`config.mk`:
```
export PLATFORM = sky130hd
export DESIGN_NAME = usb_tx_pkt_seq
export DESIGN_NICKNAME = d
export VERILOG_FILES = /design/src/rtl/usb_tx_pkt_seq.sv
export SDC_FILE = /design/constraint.sdc
export NUM_CORES = 1
export LEC_CHECK = 0
export BUFFER_PORTS_ARGS = -buffer_cell sky130_fd_sc_hd__buf_2
export CAP_MARGIN = 30
export CORE_ASPECT_RATIO = 1.25
export CORE_MARGIN = 4
export CORE_UTILIZATION = 50
export DETAILED_ROUTE_END_ITERATION = 8
export GPL_TIMING_DRIVEN = 1
export PLACE_DENSITY = 0.9
export SLEW_MARGIN = 20
export SYNTH_ARGS = -nofsm -noshare
export SYNTH_HDL_FRONTEND = slang
export SYNTH_SLANG_ARGS = --single-unit
```
`constraint.sdc`:
```
create_clock -name clk -period 2.2 [get_ports clk]
set_input_delay 0.11 -clock clk [delete_from_list [all_inputs] [get_ports clk]]
set_output_delay 0.11 -clock clk [all_outputs]
set_load 0.05 [all_outputs]
```
`src/rtl/usb_tx_pkt_seq.sv`:
```
// USB transmit packet sequencer: steps SYNC, PID, payload, CRC and EOP bytes into an
// external bit shifter, pulling payload from a first-word-fall-through FIFO.
module usb_tx_pkt_seq #(
  parameter int MAX_LEN   = 64,
  parameter int LEN_W     = 7,
  parameter int CRC_BYTES = 2
) (
  input  logic             clk,
  input  logic             n_rst,
  input  logic             start,
  input  logic [7:0]       pid,
  input  logic [LEN_W-1:0] length,
  input  logic             abort,
  input  logic             fifo_empty,
  input  logic [7:0]       fifo_rdata,
  output logic             fifo_read,
  input  logic [15:0]      crc_in,
  output logic             crc_clear,
  output logic             crc_update,
  output logic             shift_load,
  output logic [7:0]       shift_data,
  input  logic             byte_done,
  input  logic             tx_hold,
  output logic             create_eop,
  output logic             busy,
  output logic             done,
  output logic             underrun,
  output logic             len_err
);

  typedef enum logic [2:0] {
    ST_IDLE   = 3'd0,
    ST_SYNC   = 3'd1,
    ST_PID    = 3'd2,
    ST_DATA   = 3'd3,
    ST_CRC_LO = 3'd4,
    ST_CRC_HI = 3'd5,
    ST_EOP    = 3'd6
  } state_e;

  localparam logic [LEN_W-1:0] MAX_LEN_C = LEN_W'(MAX_LEN);
  localparam bit               HAS_CRC   = (CRC_BYTES == 2);
  localparam state_e           POST_DATA = HAS_CRC ? ST_CRC_LO : ST_EOP;

  state_e           state_q;
  logic             loaded_q;
  logic [LEN_W-1:0] remaining_q;
  logic [LEN_W-1:0] len_q;
  logic [7:0]       pid_q;

  logic start_ok_s;
  logic len_bad_s;
  logic byte_state_s;
  logic load_cycle_s;

  assign start_ok_s   = (state_q == ST_IDLE) && start && (length <= MAX_LEN_C);
  assign len_bad_s    = (state_q == ST_IDLE) && start && (length > MAX_LEN_C);
  assign byte_state_s = (state_q == ST_SYNC) || (state_q == ST_PID) || (state_q == ST_DATA) ||
                        (state_q == ST_CRC_LO) || (state_q == ST_CRC_HI);
  // An abort cancels the load so no FIFO byte is popped for a packet being dropped.
  assign load_cycle_s = byte_state_s && !loaded_q && !abort;

  // Packet sequencing state, byte-load flag, captured header and payload countdown.
  always_ff @(posedge clk or negedge n_rst) begin
    if (!n_rst) begin
      state_q     <= ST_IDLE;
      loaded_q    <= 1'b0;
      remaining_q <= '0;
      len_q       <= '0;
      pid_q       <= 8'h00;
    end else begin
      case (state_q)
        ST_IDLE: begin
          loaded_q <= 1'b0;
          if (start_ok_s) begin
            pid_q       <= pid;
            len_q       <= length;
            remaining_q <= length;
            state_q     <= ST_SYNC;
          end
        end
        ST_EOP: begin
          loaded_q <= 1'b0;
          state_q  <= ST_IDLE;
        end
        ST_SYNC, ST_PID, ST_DATA, ST_CRC_LO, ST_CRC_HI: begin
          if (abort) begin
            loaded_q <= 1'b0;
            state_q  <= ST_EOP;
          end else if (!loaded_q) begin
            if ((state_q == ST_DATA) && fifo_empty) begin
              state_q <= ST_EOP;
            end else begin
              loaded_q <= 1'b1;
              if (state_q == ST_DATA) begin
                remaining_q <= remaining_q - LEN_W'(1);
              end
            end
          end else if (byte_done && !tx_hold) begin
            loaded_q <= 1'b0;
            case (state_q)
              ST_SYNC:   state_q <= ST_PID;
              ST_PID:    state_q <= (len_q != '0) ? ST_DATA : POST_DATA;
              ST_DATA:   state_q <= (remaining_q == '0) ? POST_DATA : ST_DATA;
              ST_CRC_LO: state_q <= ST_CRC_HI;
              ST_CRC_HI: state_q <= ST_EOP;
              default:   state_q <= ST_EOP;
            endcase
          end
        end
        default: begin
          loaded_q <= 1'b0;
          state_q  <= ST_IDLE;
        end
      endcase
    end
  end

  // Output decode from the registered state; input-qualified pulses are held off during reset.
  always_comb begin
    fifo_read  = 1'b0;
    crc_clear  = 1'b0;
    crc_update = 1'b0;
    shift_load = 1'b0;
    shift_data = 8'h00;
    create_eop = 1'b0;
    busy       = 1'b0;
    done       = 1'b0;
    underrun   = 1'b0;
    len_err    = 1'b0;
    if (n_rst) begin
      case (state_q)
        ST_IDLE: begin
          crc_clear = start_ok_s;
          len_err   = len_bad_s;
        end
        ST_SYNC: begin
          busy       = 1'b1;
          shift_data = 8'h80;
          shift_load = load_cycle_s;
        end
        ST_PID: begin
          busy       = 1'b1;
          shift_data = pid_q;
          shift_load = load_cycle_s;
        end
        ST_DATA: begin
          busy       = 1'b1;
          shift_data = fifo_rdata;
          if (load_cycle_s && !fifo_empty) begin
            fifo_read  = 1'b1;
            crc_update = 1'b1;
            shift_load = 1'b1;
          end else if (load_cycle_s) begin
            underrun = 1'b1;
          end else begin
            shift_load = 1'b0;
          end
        end
        ST_CRC_LO: begin
          busy       = 1'b1;
          shift_data = crc_in[7:0];
          shift_load = load_cycle_s;
        end
        ST_CRC_HI: begin
          busy       = 1'b1;
          shift_data = crc_in[15:8];
          shift_load = load_cycle_s;
        end
        ST_EOP: begin
          busy       = 1'b1;
          create_eop = 1'b1;
          done       = 1'b1;
        end
        default: begin
          busy = 1'b0;
        end
      endcase
    end else begin
      busy = 1'b0;
    end
  end

endmodule

```
==> metrics.md <==
| Metric | Value |
|---|---|
| Maximum clock path buffer count | `2` |
| Die Height | `around 74 µm` |
| YS warnings | `0` |
| CP required | `between 2 and 2.5 ns` |
| WL final | `slightly above 5000 µm` |
| Clk sink count | `26` |
| Ant diodes | `0` |
| Critical setup path kind | `register to primary output` |
| Post-synth top flop | `dfrtp_1` |
| Reg2reg end | `state_q[1]$_DFFE_PN0P_` |
| Routability Congestion | `a little under 0.9` |
| IO Pins | `63` |
| CTS tree | `yes` |
| Synthesized area | `about 1700 µm²` |
| Outcome | `complete, no violations` |
| Clk slew on worst S/H paths | `approximately 0.090 ns` |
| Skew final | `approximately 0.0021 ns` |
| Synth area leader | `dfrtp_1` |
| Setup crit end kind | `primary output` |
| Post-DR wirelength/cell | `about 18 µm` |
| Pre-Repair DR Iteration Count | `4` |
| Post-synthesis mux area share | `16.3%` |
| Fin crit period | `between 2 and 2.5 ns` |
| Final worst-path cycle share | `a little over nine tenths` |
| Placed cell count | `around 280` |
| R2R setup slack | `approximately 0.21 ns` |
| Post-synth EDFFs | `0` |
| Post-route ant nets | `0` |
| Final Max Tran Viols | `0` |
| Max-cap check violation count | `0` |
| PD cells | `approximately 1400 nW/µm²` |
| Initial antenna violation count | `0` |
| Critical Path Source | `loaded_q$_DFF_PN0_` |
| Overall power | `around 3100 µW` |
| Vias | `approximately 1,800` |
| R2R depth | `6` |
| Synth cell types | `51` |
| Largest net degree at the start of global routing | `23` |
| Hold crit path type | `primary input to register` |
| H-tree Lvls | `1` |
| Commonest cells in the synthesized netlist | `dfrtp_1 (26), nor2_1 (14), mux2_1 (11)` |
| Max IR drop VDD | `1.09 mV` |
| Slew @ Worst Pin | `0.550 ns` |
| Top-count cell post-synth | `dfrtp_1` |
| # setup viols final | `0` |
| Total setup buffers inserted after CTS | `0` |
| Clock latency on the worst-skew pair | `0.27 ns` |
| Top cell type's share of synthesized area | `between 30% and 40%` |
| Critical path fanouts, max | `6` |
| Leak | `0.00106 µW` |
| Num rows | `23` |
| Synth Area in Simple Gates | `19.4%` |
| Fin. Hold Viols | `0` |
| Arrival time worst endpoint | `slightly above 2 ns` |
| Adder-Cell Fraction of Synth Area | `0.717%` |
| Final Util | `approximately two thirds` |
| Vias in the first global route | `1,786` |
| Layout cells sized above 1 | `38.0%` |
| Max Clk Rate | `between 400 and 500 MHz` |
| Worst hold margin | `0.0533 ns` |
| Post-synthesis cell count | `~180` |
| RSZ-0062 raised after global routing | `yes` |
| Layout Area Growth over Synthesis | `28.2%` |
| DIE WIDTH | `60.8 µm` |
| I/O Buffers | `62` |
| Total track usage | `roughly a quarter` |
| DPL Wire Length | `roughly 3800 µm` |
| Fin cells | `about 280` |
| Via density | `about 6.4` |
| Die area | `4500 µm²` |
| Seq/Total Area, Yosys | `between 30% and 40%` |
| Main combinational cell family by area after synthesis | `compound AO/OA/AOI/OAI gates` |
| CP startpoint kind | `register` |
| Compound-gate portion of the synthesized area | `between 20% and 30%` |
| #FFs+latches synth | `26` |
| Worst relative slew slack | `63.0%` |
| Nets | `293` |
| First-pass GRT wire length | `8060 µm` |
| Net Count, Synth | `223` |
| Core area | `~3300 µm²` |
| Dominant cells by area after synthesis | `dfrtp_1 (37%), mux2_1 (7.1%), mux2i_1 (5.7%)` |
| CP endpoint | `crc_update` |
| Synthesized area per cell | `9.91 µm²` |
| GRT Residual Overflow | `0` |
| DRT iter0 DRCs | `85` |
| XOR/XNOR share of the synthesized area | `0%` |
| RR Startpoint | `remaining_q[0]$_DFFE_PN0P_` |
| Root Driver | `clkbuf_8` |
| Ys async rst share | `100%` |
| CTS buffer count | `3` |
| Initial core utilization | `between 50% and 60%` |
| Residual DRC | `0` |
cells in the final DEF (no fill, tap or decap), types with 2 or more instances in the layout:
master and count:
buf_2 60, dfrtp_1 26, nor2_1 14, buf_4 14, mux2_1 11, mux2i_1 10
o22a_1 10, a21oi_1 8, nor3_1 7, inv_1 5, a211oi_1 5, nand2b_1 5
nand2_1 5, a22oi_1 4, o22ai_1 4, mux2_2 4, nor2b_1 3, a221oi_1 3
a31oi_1 3, o2bb2ai_1 3, clkbuf_8 3, a21o_1 2, or2_2 2, nor4_1 2
nand4_1 2, a2bb2oi_1 2
worst min-delay path by stage:
| stage | cells after the start | from | slack (ns) | to |
|---|---|---|---|---|
| 6_report | 2 | pid[6] | 0.05 | pid_q[6]$_DFFE_PN0P_ |
| 5_1_grt | 2 | pid[4] | 0.06 | pid_q[4]$_DFFE_PN0P_ |
| 4_1_cts | 2 | pid[6] | 0.05 | pid_q[6]$_DFFE_PN0P_ |
| 3_5_place_dp | 1 | n_rst | -0.03 | pid_q[7]$_DFFE_PN0P_ |
| 3_3_place_gp | 1 | n_rst | -0.03 | pid_q[7]$_DFFE_PN0P_ |
| 2_1_floorplan | 0 | n_rst | -0.19 | len_q[0]$_DFFE_PN0P_ |
worst max-delay path: stages, from the launching register on:
cell	delay, ns
dfrtp_1	0.43
or4b_1	0.58
or2_2	0.33
nor2_1	0.14
buf_2	0.29
state kept, by name, indices dropped and copies added (netlist names):
name and count:
len_q 7, loaded_q 1, state_q 3, pid_q 8, remaining_q 7
routing by layer:
metal | wire length [µm] | up-vias | track usage, % | part of all wire (%)
li1 | - | 823 | - | -
met1 | 1820 | 867 | 27.3 | 36
met2 | 2770 | 93 | 41.7 | 55
met3 | 338 | 18 | 3.30 | 6.6
met4 | 156 | 0 | 10.1 | 3.1
met5 | 0 | - | 0 | 0
power breakdown:
group,total (µW),leakage (µW),internal (µW),switching [µW]
sequential,911,0.000317,707,204
combinational,1760,0.000707,733,1030
clock,394,0.0000357,243,151
total,3070,0.00106,1680,1380
layout make-up:
type,count,area [µm²]
Tap cell,37,46.3
Sequential cell,26,651
Inverter,5,18.8
Multi-Input combinational cell,134,1020
Fill cell,258,1040
Timing Repair Buffer,76,427
Clock buffer,3,41.3
Clock inverter,1,30.0
metrics by stage:
step / area, µm² / TNS [ns] / setup slack, ns
5_1_grt: 2240 / -0.0484 / -0.0267
3_3_place_gp: 2140 / 0 / 0.269
4_1_cts: 2230 / 0 / 0.0667
3_5_place_dp: 2140 / 0 / 0.209
6_report: 2240 / 0 / 0.0616
2_1_floorplan: 1740 / -1.46 / -0.398
repair_timing:
action / in CTS / in global routing
endpoints found under the hold margin: 4 / 0
pin swaps: 0 / 0
resized for setup: 3 / 1
hold buffers: 1 / 0
endpoints found under the setup margin: 3 / 5
cells by family after synthesis:
kind of cell | Yosys count
buffers and inverters | 16
adders and majority gates | 1
AOI/OAI and AO/OA | 51
DFF | 26
muxes | 26
and+or+nand+nor | 56
Note: power is estimated with default switching activity, not from simulation.
